===== src/rtl/muldiv_ctrl.sv =====
// Sequencer between the execute stage and an unsigned multi-cycle mul/div unit:
// decodes RV32M funct3, issues one multu/divu on magnitudes, then sign-corrects the result.
module muldiv_ctrl #(
  parameter int MD_TIMEOUT = 40
) (
  input  logic        clk,
  input  logic        rst_n,
  input  logic        req_valid,
  input  logic [2:0]  req_funct3,
  input  logic [31:0] req_rs1,
  input  logic [31:0] req_rs2,
  input  logic        flush,
  output logic        req_ready,
  output logic        resp_valid,
  output logic [31:0] resp_data,
  output logic        resp_err,
  output logic        md_valid,
  output logic        md_mode,
  output logic [31:0] md_a,
  output logic [31:0] md_b,
  input  logic        md_ready,
  input  logic [63:0] md_out
);
  localparam int CNT_W = $clog2(MD_TIMEOUT + 1);

  localparam logic [2:0] F_MUL    = 3'b000;
  localparam logic [2:0] F_MULH   = 3'b001;
  localparam logic [2:0] F_MULHSU = 3'b010;
  localparam logic [2:0] F_MULHU  = 3'b011;
  localparam logic [2:0] F_DIV    = 3'b100;
  localparam logic [2:0] F_DIVU   = 3'b101;
  localparam logic [2:0] F_REM    = 3'b110;

  typedef enum logic [2:0] {
    S_IDLE, S_PREP, S_ISSUE, S_WAIT, S_FIX, S_RESP, S_DRAIN
  } state_t;

  function automatic logic [31:0] neg32(input logic [31:0] x);
    return ~x + 32'd1;
  endfunction

  function automatic logic [63:0] neg64(input logic [63:0] x);
    return ~x + 64'd1;
  endfunction

  state_t             state, state_nxt;
  logic [2:0]         funct3_q;
  logic signed [31:0] rs1_q, rs2_q;
  logic               neg_a_q, neg_b_q;
  logic [31:0]        md_a_q, md_b_q;
  logic [63:0]        prod_q;
  logic [31:0]        res_q, data_q;
  logic               err_q;
  logic [CNT_W-1:0]   cnt_q;

  logic        neg_a_c, neg_b_c, div0, ovf, bypass, timeout, sign_x;
  logic [31:0] byp_res, fix_res;
  logic [63:0] prod_fix;

  // Operand decode and special-case bypass, evaluated while in PREP
  always_comb begin
    neg_a_c = (rs1_q < 0) && ((funct3_q == F_MULH) || (funct3_q == F_MULHSU) ||
                              (funct3_q == F_DIV)  || (funct3_q == F_REM));
    neg_b_c = (rs2_q < 0) && ((funct3_q == F_MULH) || (funct3_q == F_DIV) ||
                              (funct3_q == F_REM));
    div0    = funct3_q[2] && ($unsigned(rs2_q) == 32'd0);
    ovf     = ((funct3_q == F_DIV) || (funct3_q == F_REM)) &&
              ($unsigned(rs1_q) == 32'h8000_0000) && ($unsigned(rs2_q) == 32'hFFFF_FFFF);
    bypass  = div0 || ovf;
    if (div0) byp_res = funct3_q[1] ? $unsigned(rs1_q) : 32'hFFFF_FFFF;
    else      byp_res = funct3_q[1] ? 32'd0 : 32'h8000_0000;
  end

  // Sign correction of the captured unit result, evaluated while in FIX
  always_comb begin
    sign_x   = neg_a_q ^ neg_b_q;
    prod_fix = sign_x ? neg64(prod_q) : prod_q;
    case (funct3_q)
      F_MUL:                     fix_res = prod_q[31:0];
      F_MULH, F_MULHSU, F_MULHU: fix_res = prod_fix[63:32];
      F_DIV, F_DIVU:             fix_res = sign_x ? neg32(prod_q[31:0]) : prod_q[31:0];
      default:                   fix_res = neg_a_q ? neg32(prod_q[63:32]) : prod_q[63:32];
    endcase
  end

  assign timeout = (cnt_q == CNT_W'(MD_TIMEOUT - 1));

  always_ff @(posedge clk or negedge rst_n) begin
    if (!rst_n) state <= S_IDLE;
    else        state <= state_nxt;
  end

  always_comb begin
    state_nxt = state;
    case (state)
      S_IDLE:  if (req_valid && !flush) state_nxt = S_PREP;
      S_PREP:  state_nxt = flush ? S_IDLE : (bypass ? S_RESP : S_ISSUE);
      S_ISSUE: state_nxt = flush ? S_DRAIN : S_WAIT;
      S_WAIT: begin
        // A flush that coincides with completion or timeout has nothing left to drain
        if (flush)         state_nxt = (md_ready || timeout) ? S_IDLE : S_DRAIN;
        else if (md_ready) state_nxt = S_FIX;
        else if (timeout)  state_nxt = S_RESP;
      end
      S_FIX:   state_nxt = flush ? S_IDLE : S_RESP;
      S_RESP:  state_nxt = S_IDLE;
      S_DRAIN: if (md_ready || timeout) state_nxt = S_IDLE;
      default: state_nxt = S_IDLE;
    endcase
  end

  always_comb begin
    req_ready  = (state == S_IDLE);
    md_valid   = (state == S_ISSUE);
    resp_valid = (state == S_RESP) && !flush;
    resp_data  = resp_valid ? res_q : data_q;
    resp_err   = resp_valid && err_q;
    md_mode    = funct3_q[2];
    md_a       = md_a_q;
    md_b       = md_b_q;
  end

  always_ff @(posedge clk or negedge rst_n) begin
    if (!rst_n) begin
      funct3_q <= '0;
      rs1_q    <= '0;
      rs2_q    <= '0;
      neg_a_q  <= 1'b0;
      neg_b_q  <= 1'b0;
      md_a_q   <= '0;
      md_b_q   <= '0;
      prod_q   <= '0;
      res_q    <= '0;
      data_q   <= '0;
      err_q    <= 1'b0;
      cnt_q    <= '0;
    end else begin
      case (state)
        S_IDLE: if (req_valid && !flush) begin
          funct3_q <= req_funct3;
          rs1_q    <= signed'(req_rs1);
          rs2_q    <= signed'(req_rs2);
        end
        S_PREP: begin
          neg_a_q <= neg_a_c;
          neg_b_q <= neg_b_c;
          md_a_q  <= neg_a_c ? neg32($unsigned(rs1_q)) : $unsigned(rs1_q);
          md_b_q  <= neg_b_c ? neg32($unsigned(rs2_q)) : $unsigned(rs2_q);
          if (bypass) begin
            res_q <= byp_res;
            err_q <= 1'b0;
          end
        end
        S_ISSUE: cnt_q <= '0;
        S_WAIT: begin
          cnt_q <= cnt_q + CNT_W'(1);
          if (md_ready) prod_q <= md_out;
          else if (timeout) begin
            res_q <= '0;
            err_q <= 1'b1;
          end
        end
        S_DRAIN: cnt_q <= cnt_q + CNT_W'(1);
        S_FIX: begin
          res_q <= fix_res;
          err_q <= 1'b0;
        end
        S_RESP: if (!flush) data_q <= res_q;
        default: ;
      endcase
    end
  end

endmodule

===== config.mk =====
export PLATFORM = sky130hd
export DESIGN_NAME = muldiv_ctrl
export DESIGN_NICKNAME = d
export VERILOG_FILES = /design/src/rtl/muldiv_ctrl.sv
export SDC_FILE = /design/constraint.sdc
export NUM_CORES = 1
export LEC_CHECK = 0
export BUFFER_PORTS_ARGS = -buffer_cell sky130_fd_sc_hd__clkbuf_2
export CAP_MARGIN = 30
export CORE_MARGIN = 3
export CORE_UTILIZATION = 29
export CTS_BUF_LIST = sky130_fd_sc_hd__clkbuf_2
export CTS_CLUSTER_SIZE = 40
export DETAILED_ROUTE_END_ITERATION = 8
export GPL_ROUTABILITY_DRIVEN = 0
export PLACE_DENSITY = 0.49
export SLEW_MARGIN = 25
export SYNTH_ARGS = -nofsm -noshare
export SYNTH_HDL_FRONTEND = slang
export SYNTH_SLANG_ARGS = --single-unit
export TNS_END_PERCENT = 100

===== constraint.sdc =====
create_clock -name clk -period 3.2 [get_ports clk]
set_clock_uncertainty 0.05 [all_clocks]
set_input_delay 0.16 -clock clk [delete_from_list [all_inputs] [get_ports clk]]
set_output_delay 0.16 -clock clk [all_outputs]
set_load 0.01 [all_outputs]

# Word level (Yosys, flattened, before mapping)
# Index checks and enable logic that the tools add are counted.
[word_totals]
ff_bits = 271
in_bits = 136
out_inout_bits = 101
elab_cells = 109
[classes]
addsub = 6
magnitude_cmp = 2
eq_ne = 21
mux = 30
bitwise = 7
reduce_logical = 30
[op_table]
columns = ["cell", "count"]
rows = [
  ["$mux W32", 11],
  ["$pmux W32 S3", 2],
  ["$add A32 B1 Y32 const B", 4],
  ["$not A32 Y32", 4],
  ["$add A64 B1 Y64 const B", 1],
  ["$eq A32 B32 Y1 const B", 2],
  ["$lt A32 B1 Y1 const B", 2],
  ["$mux W64", 1],
  ["$not A64 Y64", 1],
  ["$logic_not A32 Y1", 1],
  ["$mux W3", 10],
  ["$eq A3 B3 Y1 const B", 6],
  ["$pmux W3 S6", 1],
  ["$eq A3 B2 Y1 const B", 4],
  ["$pmux W6 S2", 1],
  ["$logic_and A1 B1 Y1", 8],
  ["$logic_or A1 B1 Y1", 8],
  ["$ne A2 B2 Y1 const B", 4],
  ["$add A6 B1 Y6 const B", 1],
  ["$eq A3 B1 Y1 const B", 2],
  ["$eq A6 B6 Y1 const B", 1],
  ["$logic_not A3 Y1", 2],
  ["$reduce_and A2 Y1", 3],
  ["$ne A4 B4 Y1 const B", 1],
  ["12 further kinds", 15],
]

# Logic depth before layout (Yosys ltp)
# Gate-level depths: netlist of the first run.
[depth]
ltp_word = 8
depth_mapped = 11
mapped_depth_nobuf = 9

# Worst setup path before layout of the first run
# Ideal clock, no wire load.
[synth_path]
path_type = "flip-flop to flip-flop"
start = "register rs2_q[17]"
end = "register res_q[19]"
setup_ns = 0.076
arrival_ns = 2.729
t_required_ns = 3.074
slack_ns = 0.345
stages_incl_launch_ff = 9
n_path_buf = 1
path_cell_list = "dfrtp_1 -> or4_4 -> or4_4 -> or4_4 -> o31ai_4 -> a211o_1 -> buf_6 -> mux2_2 -> o21ai_1"
[synth_between]
elab_chain_len = 5
elab_cells_between_ends = 10
classes_between = "eq/ne (2); mux (3); reduce/logical (5)"
[synth_rtl]
columns = ["element", "line", "source"]
rows = [
  ["from (decl)", "48", "logic signed [31:0] rs1_q, rs2_q;"],
  ["from (signal assigned)", "142", "rs2_q <= signed'(req_rs2);"],
  ["$logic_not A32 Y1 / $eq A32 B32 Y1 (equally long branches)", "66, 68", ""],
  ["$logic_and A1 B1 Y1 (on tied branches)", "66, 68", ""],
  ["$mux W32 / $logic_or A1 B1 Y1 (equally long branches)", "70, 69", ""],
  ["$mux W32 / $ne A2 B2 Y1 (equally long branches)", "--", ""],
  ["$pmux W32 S3 / $reduce_and A4 Y1 (equally long branches)", "--", ""],
  ["to (signal assigned)", "150", "res_q <= byp_res;"],
  ["to (signal assigned)", "165", "res_q <= fix_res;"],
  ["to (decl)", "52", "logic [31:0] res_q, data_q;"],
]
# Several ways; a longest one is shown, not always the timed one. The select of a mux whose other input is x is not followed.
# A chain may end at the register's enable or synchronous reset.

# Worst setup path after layout of the first run
[layout_path]
start = "register rs2_q[19]"
end = "register res_q[21]"
# Same word-level chain as after synthesis.

==> results of run 1 <==
-- layout make-up --
cell class | count | area, um^2
Fill cell | 5248 | 29670
Tap cell | 688 | 860.8
Antenna cell | 3 | 7.507
Inverter | 21 | 81.33
Timing Repair Buffer | 785 | 6469
Clock inverter | 27 | 137.6
Sequential cell | 271 | 6787
Clock buffer | 116 | 580.6
Multi-Input combinational cell | 1186 | 8274
-- through the flow --
stage,instance area [um^2],total power [mW],setup slack (ns),utilization
floorplan,15610,13.29,0.3449,-
global placement,18400,17.98,0.1548,0.3481
detailed placement,18400,18.11,0.06854,0.3481
CTS,23160,22.44,0.01686,0.4380
global route,23200,24.22,-0.09035,0.4388
finish,23200,22.59,0.1141,0.4388
-- kinds of logic (layout without fill, tap and decap cells) --
kind of cell / Yosys count / count (layout) / share of synthesized area
buffers and inverters: 153 / 949 / 0.03919
xor gates and xnor gates: 106 / 106 / 0.05947
AOI/OAI and AO/OA: 393 / 393 / 0.1679
adders and majority gates: 10 / 10 / 0.007374
muxes: 183 / 183 / 0.1310
other: 0 / 3 / 0
and+or+nand+nor: 494 / 494 / 0.1606
DFF: 271 / 271 / 0.4344
-- flip-flops by register name (all words and copies together), names as in the netlist, 3 cells and up --
signal    cells
md_a         32
cnt_q         6
res_q        32
prod_q       64
rs2_q        32
md_b         32
state         3
data_q       32
funct3_q      3
rs1_q        32
-- synth_stat cells, types with 8 or more instances --
cell type and count:
inv_1 20, clkbuf_1 114, nor3_1 47, mux2_2 171, nand2b_1 12, a21oi_1 56, xor2_1 53, nand2_1 148
nor4_1 29, o21ai_0 142, nand4_1 32, dfrtp_1 271, o211ai_1 20, mux2i_1 12, a31oi_1 18, nor2_1 100
nand3_1 29, buf_1 10, a211oi_1 12, o31ai_1 24, or3_1 13, or4_1 18, o41ai_1 13, a31oi_2 8
o221ai_1 8, nor2_2 8, and3_1 9, xnor2_1 53, a211o_1 14, a32oi_1 8, and2_1 8, a221oi_1 12
-- routing by layer --
layer / vias up / wire length [um]
met3: 143 / 4870
met4: 0 / 2385
met5: - / 0
li1: 7461 / -
met2: 685 / 29020
met1: 7812 / 27420
-- critical path, stage by stage (launching register included) --
cell	delay, ns
dfrtp_1	0.46
or4_4	0.52
or4_4	0.45
or4_4	0.58
o31ai_4	0.12
a211oi_2	0.25
buf_12	0.23
a211o_1	0.28
-- worst paths after layout --
path | to | cells past startpoint | startpoint | slack [ns]
min | state[0] | 6 | req_valid | 0.22
min reg2reg | md_b[4] | 2 | md_b[4] | 0.44
max reg2reg | res_q[21] | 7 | rs2_q[19] | 0.11
min in group asynchronous | neg_b_q | 4 | rst_n | 0.31
max in group asynchronous | prod_q[21] | 4 | rst_n | 2.30
max | res_q[21] | 7 | rs2_q[19] | 0.11
-- what timing repair did --
action,CTS,global route
setup endpoints to repair,32,9
gates resized for setup,7,3
hold buffers,400,0
pin swaps,0,1
hold endpoints to repair,459,0
buffers inserted,1,2
cloned,0,0
-- placed cells by master, fill, tap and decap left out, drive strengths merged, types with 9 or more instances in the layout --
cell type / n
or3: 13
or4: 22
a31oi: 26
nor2: 108
nand3: 29
inv: 23
nand4: 32
nor4: 33
xnor2: 53
and3: 9
o21ai: 144
o31ai: 25
mux2i: 12
dlygate4sd3: 399
nor3: 48
dfrtp: 271
clkinv: 22
a211oi: 13
mux2: 171
nand2b: 12
a21oi: 56
xor2: 53
o211ai: 20
a211o: 14
nand2: 148
clkbuf: 351
a221oi: 12
buf: 151
o41ai: 14
-- report_power, final --
group	total (mW)	internal, mW	switching (mW)	leakage (nW)
Sequential	6.82	5.04	1.78	3.37
Clock	2.65	1.05	1.60	0.547
Combinational	13.1	6.21	6.92	6.30
Total	22.6	12.3	10.3	10.2
==> impl_results.md, run 1 <==
- Post-Syn Area: between 15000 and 20000 um^2
- Status: complete, no violations
- Cts bufs inserted: slightly below 80
- Flops & latches, synth: roughly 270
- CTS Buffer Depth: 3
- GR Layer Usage met2: 0.3498
- H-tree Lvls: 3
- Fin Setup TNS: 0 ns
- Hold_ws: roughly 0.22 ns
- Top cells by area, synth: dfrtp_1 (43%), mux2_2 (12%), o21ai_0 (4.6%), nand2_1 (3.6%), xnor2_1 (3.0%)
- Worst-Skew Late Latency: between 1 and 1.5 ns
- Sequential share of the synthesized area: 0.4344
- Final Hold Viols: 0
- Crit share post-route: 0.9644
- CP Class: register to register
- Share of layout cells above drive strength 1: 0.3059
- Fin cells: between 3k and 4k
- P&R area growth vs syn: 48.59%
- Tightest Pin Transition: 0.7892 ns
- Die W: roughly 240 um
- Req. time, crit path: between 4 and 5 ns
- Post-synth EDFFs: 0
- Netlist cell types: 78
- Wire per inst: 20.56 um
- Die height: roughly 240 um
- F_max: between 0.3 and 0.4 GHz
- Synth area leader: dfrtp_1
- Pwr per Cell Area: approximately 970 nW/um^2
- Drt pass-1 iters: 6
- Inst Count DP: 2548
- Post-DP HPWL: between 40000 and 50000 um
- Worst Setup End Kind: register
- Final Setup Violations: 0
- TritonCTS clock tree: yes
- Vias in the first global route: 16.47k
- WL final: around 64000 um
- Peak supply drop: around 0.00031 V
- Worst setup SP type: register
- Leak pwr: about 10 nW
- Via count: ~16k
- Mean cell area of the mapped netlist: a little under 10 um^2
- Fin. max-slew vios: 0
- Max-cap violations: 0
- Gr ovfl total: 0
- Core Footprint: 52870 um^2
- Vias per cell: 5.199
- IO buf count: 236
- Met1 usage: 0.2955
- First-pass GRT wire length: approximately 98000 um
- Crit path arrival time: 3.90 ns
- GRT met3 Usage: 0.05005
- Worst min path class: input port to register
- Syn Inst Count: 1610
- Fin crit period: between 3 and 4 ns
- Syn_nets: 1752
- Root buffer cell: clkbuf_2
- Final nets: between 2k and 2.5k
- Largest net degree at the start of global routing: 86
- Max_slew headroom: 0.4729
- Warning count from the yosys run: 0
- Die Footprint: roughly 57000 um^2
- Max Fanout on Critical Path: 17
- IO Pins: between 200 and 250
- Residual DRC: 0
- Initial antenna violation count: 3
- GR peak layer: met2
- Area share of the largest cell type after synthesis: 0.4344
- DRT antenna net count: 0
- Async set-reset flop share out of synthesis: 1.000
- Synth Flop Type: dfrtp_1
- Clock sink total: roughly 270
- Clk slew on worst S/H paths: roughly 0.10 ns
- Initial core utilization: 0.2953
- Std cell rows: 84
- Initial drt markers: about 1.2k
- GR Util All Layers: 0.2216
No activity file was read; power rests on OpenSTA's default activity.
==> run 2: changes to the inputs <==
Settings changed: PLACE_DENSITY 0.49 to unset, PLACE_DENSITY_LB_ADDON set to 0.3, SETUP_SLACK_MARGIN set to 0.1.
==> run 2 against run 1 <==
Utilization shrank 0.98 points. Final cell count shrank 2.1%. Via count shrank 1.5%. Combinational power shrank 4%. Worst hold slack lost 0.10 ns. Final area shrank 2.2%. Non-clock buffer count shrank 51. Largest cell class unchanged.
==> impl_results.md, run 2 (synthesis results as in run 1) <==
- Root buffer cell: clkbuf_2 (unchanged)
- GR Layer Usage met2: 0.3429 (was 0.3498)
- Worst Path Buf+Inv: 2 (was 1)
- Die height: 238.0 um (unchanged)
- IO buf count: 236 (unchanged)
- Slowest cell on crit path: or4_4 (unchanged)
- Clock sink total: 271 (unchanged)
- Die W: 238.0 um (unchanged)
- IO Pins: 237 (unchanged)
- TritonCTS clock tree: yes (unchanged)
- CP Class: register to register (unchanged)
- F_max: 0.3250 GHz (was 0.3241 GHz)
- Worst setup SP type: register (unchanged)
- Fin. max-slew vios: 0 (unchanged)
- Worst-Skew Late Latency: 1.04 ns (was 1.01 ns)
- Pwr per Cell Area: 965.6 nW/um^2 (was 973.9 nW/um^2)
- Final nets: 2431 (was 2486)
- CP peak stage delay: 0.59 ns (was 0.58 ns)
- Final Setup Violations: 0 (unchanged)
- H-tree Lvls: 3 (unchanged)
- Met1 usage: 0.2866 (was 0.2955)
- Initial drt markers: 1434 (was 1242)
- Fin Setup TNS: 0 ns (unchanged)
- Leak pwr: 9.958 nW (was 10.21 nW)
- CTS Buffer Depth: 3 (unchanged)
- Status: complete, no violations (unchanged)
- Crit path arrival time: 3.98 ns (was 3.90 ns)
- Max-cap violations: 0 (unchanged)
- Vias in the first global route: 15.82k (was 16.47k)
- Fin crit period: 3.077 ns (was 3.086 ns)
- Initial core utilization: 0.2953 (unchanged)
- GR Util All Layers: 0.2140 (was 0.2216)
- Crit-path leading delay family: simple AND/OR/NAND/NOR gates (unchanged)
- Initial antenna violation count: 2 (was 3)
- Via count: 15.85k (was 16.10k)
- Tightest Pin Transition: 0.8174 ns (was 0.7892 ns)
- Wire per inst: 20.39 um (was 20.56 um)
- Crit-path most repeated cell: or4_4 (unchanged)
- Worst min path class: input port to register (unchanged)
- Most common cell after layout, fill and taps aside: dlygate4sd3_1 (unchanged)
- GR peak layer: met2 (unchanged)
- Final Hold Viols: 0 (unchanged)
- Inst Count DP: 2533 (was 2548)
- GRT met3 Usage: 0.05455 (was 0.05005)
- Gr ovfl total: 0 (unchanged)
- Std cell rows: 84 (unchanged)
- P&R area growth vs syn: 45.28% (was 48.59%)
- Die Footprint: 56650 um^2 (unchanged)
- Req. time, crit path: 4.10 ns (was 4.01 ns)
- Crit share post-route: 0.9617 (was 0.9644)
- WL final: 61790 um (was 63690 um)
- Share of layout cells above drive strength 1: 0.3081 (was 0.3059)
- Max Fanout on Critical Path: 3 (was 17)
- Worst path cell trace: or4_4 -> or4_4 -> or4_4 -> o31ai_4 -> buf_4 -> a21oi_1 -> nor2_1 -> dlygate4sd3_1 (was or4_4 -> or4_4 -> or4_4 -> o31ai_4 -> a211oi_2 -> buf_12 -> a211o_1)
- Commonest cells after routing, fill and taps aside: dlygate4sd3_1 (359), clkbuf_2 (346), dfrtp_1 (268), mux2_2 (171), nand2_1 (146) (was dlygate4sd3_1 (399), clkbuf_2 (351), dfrtp_1 (267), mux2_2 (171), nand2_1 (146))
- Unrepaired setup endpoints after global routing: true
- Largest net degree at the start of global routing: 90 (was 86)
- Peak supply drop: 0.0004559 V (was 0.0003092 V)
- Biggest register: prod_q (unchanged)
- First-pass GRT wire length: 94470 um (was 97520 um)
- Residual DRC: 0 (unchanged)
- Max FFs per register: 64 (unchanged)
- Clk slew on worst S/H paths: 0.10 ns (about the same)
- Core Footprint: 52870 um^2 (unchanged)
- Cts bufs inserted: 75 (was 79)
- Max_slew headroom: 0.4551 (was 0.4729)
- DRT antenna net count: 0 (unchanged)
- Drt pass-1 iters: 5 (was 6)
- Worst Setup End Kind: register (unchanged)
- Post-DP HPWL: 43460 um (was 44690 um)
- Fin cells: 3031 (was 3097)
- Vias per cell: 5.230 (was 5.199)
[run 2: report_power, final]
| group | switching, mW | total [mW] | internal (mW) |
|---|---|---|---|
| Clock | 1.54 | 2.53 | 0.989 |
| Combinational | 6.87 | 12.6 | 5.76 |
| Sequential | 1.71 | 6.75 | 5.04 |
[run 2: worst paths after layout]
path / startpoint / depth (start not counted) / to / slack, ns
max in group asynchronous: rst_n / 4 / rs2_q[17] / 2.31
max reg2reg: rs2_q[18] / 8 / state[0] / 0.12
min reg2reg: md_a[8] / 2 / md_a[8] / 0.43
min in group asynchronous: rst_n / 4 / prod_q[32] / 0.23
min: req_valid / 4 / rs1_q[31] / 0.11
max: rs2_q[18] / 8 / state[0] / 0.12
[run 2: cell type report]
class                           count  area (um^2)
Clock inverter                     14        83.83
Inverter                           21        81.33
Timing Repair Buffer              734         5993
Multi-Input combinational cell   1186         8304
Tap cell                          688        860.8
Antenna cell                        6        15.01
Clock buffer                      111        555.5
Sequential cell                   271         6785
Fill cell                        5153        30190
[run 2: per-layer routing]
| layer | vias to the layer above | wire (um) |
|---|---|---|
| li1 | 7315 | - |
| met1 | 7707 | 26670 |
| met4 | 0 | 1714 |
| met2 | 700 | 28280 |
| met5 | - | 0 |
| met3 | 131 | 5128 |
[run 2: worst register-to-register path, cell delays in order (launching register included)]
cell and delay [ns]:
dfrtp_1 0.41, or4_4 0.54, or4_4 0.45, or4_4 0.59, o31ai_4 0.11, buf_4 0.17, a21oi_1 0.06, nor2_1 0.10
dlygate4sd3_1 0.54
[run 2: timing repair]
| item | CTS | global route |
|---|---|---|
| setup buffers | 3 | 3 |
| pin swaps | 2 | 3 |
| cloned | 1 | 0 |
| endpoints found under the hold margin | 445 | 0 |
| hold buffers | 360 | 0 |
| resized for setup | 7 | 9 |
| setup endpoints to repair | 32 | 33 |
[run 2: per-stage QoR]
| stage | utilization | total power, mW | cell area [um^2] | hold slack [ns] | setup slack [ns] |
|---|---|---|---|---|---|
| 2_1_floorplan | - | 13.29 | 15610 | -0.1856 | 0.3449 |
| 3_3_place_gp | 0.3455 | 17.72 | 18260 | 0.1885 | 0.07372 |
| 3_5_place_dp | 0.3455 | 17.87 | 18260 | 0.2082 | 0.03840 |
| 4_1_cts | 0.4273 | 21.64 | 22590 | 0.02120 | 0.1218 |
| 5_1_grt | 0.4289 | 23.34 | 22670 | 0.04326 | 0.06071 |
| 6_report | 0.4290 | 21.90 | 22680 | 0.1127 | 0.1227 |
==> run 3: changes to the inputs <==
Settings changed: ABC_AREA set to 1.
==> run 3 against run 2 <==
Worst hold slack improved by 0.13 ns. Critical path type is now register to output port. Synthesized cell count increased by 47%. Setup slack improved by 0.17 ns. Utilization fell by 0.18 points. Non-clock buffer count decreased by 13. Final cell count rose by 28%. Sequential power rose by 2%.
==> impl_results.md, run 3 <==
- IO Pins: 237 (unchanged)
- Commonest cells after routing, fill and taps aside: nand2_1 (659), dlygate4sd3_1 (455), nor2_1 (394), clkbuf_2 (341), dfrtp_1 (270) (was dlygate4sd3_1 (359), clkbuf_2 (346), dfrtp_1 (268), mux2_2 (171), nand2_1 (146))
- Reg2Reg Depth: 8 (unchanged)
- Inst Count DP: 3285 (was 2533)
- Seq. cell area: 6783 um^2 (was 6785 um^2)
- R2R Setup Slk: 0.31 ns (was 0.12 ns)
- Top cells by area, synth: dfrtp_1 (42%), nand2_1 (15%), nor2_1 (9.1%), o21ai_0 (5.9%), nand3_1 (5.5%) (was dfrtp_1 (43%), mux2_2 (12%), o21ai_0 (4.6%), nand2_1 (3.6%), xnor2_1 (3.0%))
- Post-Syn Area: 16280 um^2 (was 15610 um^2)
- Die height: 242.9 um (was 238.0 um)
- Fin Setup TNS: 0 ns (unchanged)
- Largest net degree at the start of global routing: 128 (was 90)
- Max FFs per register: 64 (unchanged)
- Util after Layout: 0.4272 (was 0.4290)
- Fin. max-slew vios: 0 (unchanged)
- Post-DP HPWL: 48410 um (was 43460 um)
- Max_slew headroom: 0.4289 (was 0.4551)
- Worst slack at placement: 0.5658 ns (was 0.03840 ns)
- Status: complete, no violations (unchanged)
- Share of layout cells above drive strength 1: 0.1504 (was 0.3081)
- Warning count from the yosys run: 0 (unchanged)
- Synth area leader: dfrtp_1 (unchanged)
- Cts bufs inserted: 75 (unchanged)
- Synth Flop Type: dfrtp_1 (unchanged)
- Clk slew on worst S/H paths: 0.10 ns (about the same)
- Req. time, crit path: 2.99 ns (was 4.10 ns)
- Most common cell after layout, fill and taps aside: nand2_1 (was dlygate4sd3_1)
- Biggest register: prod_q (unchanged)
- Area of the multi-input gates: 8265 um^2 (was 8304 um^2)
- Worst setup SP type: register (unchanged)
- Syn_nets: 2506 (was 1752)
- Post-synth EDFFs: 0 (unchanged)
- WL final: 67830 um (was 61790 um)
- Worst Path Buf+Inv: 5 (was 2)
- Netlist cell types: 48 (was 78)
- Peak supply drop: 0.0004731 V (was 0.0004559 V)
- Leak pwr: 11.27 nW (was 9.958 nW)
- Residual DRC: 0 (unchanged)
- Std cell rows: 86 (was 84)
- Crit path arrival time: 2.69 ns (was 3.98 ns)
- IO buf count: 236 (unchanged)
- DRT antenna net count: 0 (unchanged)
- Max Fanout on Critical Path: 34 (was 3)
- Die Footprint: 59000 um^2 (was 56650 um^2)
- Gr ovfl total: 0 (unchanged)
- Unrepaired setup endpoints after global routing: false (was true)
- First-pass GRT wire length: 107300 um (was 94470 um)
- Vias in the first global route: 19.45k (was 15.82k)
- Crit-path leading delay family: buffers and inverters (was simple AND/OR/NAND/NOR gates)
- Root buffer cell: clkbuf_2 (unchanged)
- Final Setup Violations: 0 (unchanged)
- Slowest cell on crit path: dfrtp_1 (was or4_4)
- H-tree Lvls: 3 (unchanged)
- Worst r2r src: state[2] (was rs2_q[18])
- Area share of the largest cell type after synthesis: 0.4167 (was 0.4344)
- Tightest Pin Transition: 0.8545 ns (was 0.8174 ns)
- Power Total: 22.50 mW (was 21.90 mW)
- Mean cell area of the mapped netlist: 6.885 um^2 (was 9.696 um^2)
- Worst-Skew Late Latency: 1.07 ns (was 1.04 ns)
- Initial core utilization: 0.2943 (was 0.2953)
- Worst Setup End Kind: output port (was register)
- CTS Buffer Depth: 3 (unchanged)
- Worst path cell trace: inv_2 -> nor2_1 -> inv_2 -> nor3_4 -> clkinv_1 -> buf_4 -> nand2_1 -> nand2_1 -> clkbuf_2 (was or4_4 -> or4_4 -> or4_4 -> o31ai_4 -> buf_4 -> a21oi_1 -> nor2_1 -> dlygate4sd3_1)
- Vias per cell: 4.929 (was 5.230)
- Sequential share of the synthesized area: 0.4167 (was 0.4344)
- Final Hold Viols: 0 (unchanged)
- Initial drt markers: 1696 (was 1434)
- Fin cells: 3872 (was 3031)
- TritonCTS clock tree: yes (unchanged)
- CP Class: register to output port (was register to register)
- Reg-to-Reg End: prod_q[50] (was state[0])
- Pwr per Cell Area: 952.0 nW/um^2 (was 965.6 nW/um^2)
- CP peak stage delay: 0.42 ns (was 0.59 ns)
- Async set-reset flop share out of synthesis: 1.000 (unchanged)
- Initial antenna violation count: 4 (was 2)
- Final nets: 3213 (was 2431)
- Post-route cell area: 23630 um^2 (was 22680 um^2)
- Syn Inst Count: 2364 (was 1610)
- Crit share post-route: 0.9070 (was 0.9617)
- Die W: 242.9 um (was 238.0 um)
- Setup WS post-layout: 0.2976 ns (was 0.1227 ns)
- Fin crit period: 2.902 ns (was 3.077 ns)
- Drt pass-1 iters: 8 (was 5)
- Max-cap violations: 0 (unchanged)
- Commonest cells post-synth: nand2_1 (660), nor2_1 (395), dfrtp_1 (271) (was dfrtp_1 (271), mux2_2 (171), nand2_1 (148))
- Core Footprint: 55310 um^2 (was 52870 um^2)
- Wire per inst: 17.52 um (was 20.39 um)
- Dominant cell by count in the synthesized netlist: nand2_1 (was dfrtp_1)
- Worst min path class: input port to async pin (was input port to register)
- P&R area growth vs syn: 45.19% (was 45.28%)
- Flops & latches, synth: 271 (unchanged)
- FILL cells: 5811 (was 5153)
- Dpl cell area: 18300 um^2 (was 18260 um^2)
- Clock sink total: 271 (unchanged)
- Via count: 19.09k (was 15.85k)
- GR Util All Layers: 0.2278 (was 0.2140)
- F_max: 0.3445 GHz (was 0.3250 GHz)
- Hold_ws: 0.2470 ns (was 0.1127 ns)
run 3: changes by cell type after synthesis, sizes merged, moves of 67 or more:
cell / previous run / this run
inv: 20 / 217
a21oi: 56 / 141
mux2: 171 / 17
nand2: 148 / 666
nand3: 29 / 182
o21ai: 144 / 211
nor2: 108 / 418
run 3: tightest hold or removal path, delay by kind of cell:
family | cells | cell delay (ns)
buf+inv | 4 | 1.60
run 3: cell families (layout without fill, tap and decap cells):
| group | after synthesis | after routing | share of synthesized area |
|---|---|---|---|
| buffers and inverters | 312 | 1067 | 0.07726 |
| adder cells (fa/ha/maj) | 6 | 6 | 0.004612 |
| XOR/XNOR | 48 | 48 | 0.02583 |
| multiplexers | 17 | 17 | 0.01176 |
| other | 0 | 5 | 0 |
| flip-flops | 271 | 271 | 0.4167 |
| AO/OA/AOI/OAI | 379 | 379 | 0.1238 |
| AND/OR/NAND/NOR | 1331 | 1331 | 0.3400 |
run 3: area by class of cell:
| class | count | share of cell area |
|---|---|---|
| Multi-Input combinational cell | 1781 | 0.3498 |
| Sequential cell | 271 | 0.2870 |
| Timing Repair Buffer | 721 | 0.2590 |
| Tap cell | 748 | 0.03961 |
| Inverter | 221 | 0.03521 |
| Clock buffer | 106 | 0.02245 |
| Clock inverter | 19 | 0.006407 |
| Antenna cell | 5 | 0.0005295 |
run 3: metal layers:
metal  part of all wire  vias up  GRT usage
li1                   -     9047          -
met1               0.42     8938     0.2935
met2               0.44      877     0.3572
met3              0.081      223    0.05104
met4              0.051        0     0.1200
met5                  0        -          0
run 3: power by group:
part / leakage (nW) / internal, mW / switching [mW]
registers: 3.24 / 5.11 / 1.79
logic: 7.52 / 4.87 / 8.03
clock network: 0.513 / 1.12 / 1.58
total: 11.3 / 11.1 / 11.4
run 3: repair_timing:
item                       CTS  global route
hold buffers               456             0
buffers inserted             0             0
setup endpoints to repair    4            59
gates cloned                 0             1
resized for setup            2             5
hold endpoints to repair   451             0
run 3: worst max-delay path by stage:
stage,startpoint,endpoint,depth (start not counted)
finish,state[0],resp_data[12],9
global placement,rs1_q[1],res_q[5],12
global route,state[0],resp_data[12],9
detailed placement,rs1_q[1],res_q[4],12
CTS,state[2],resp_data[0],6
floorplan,rs1_q[1],res_q[14],12
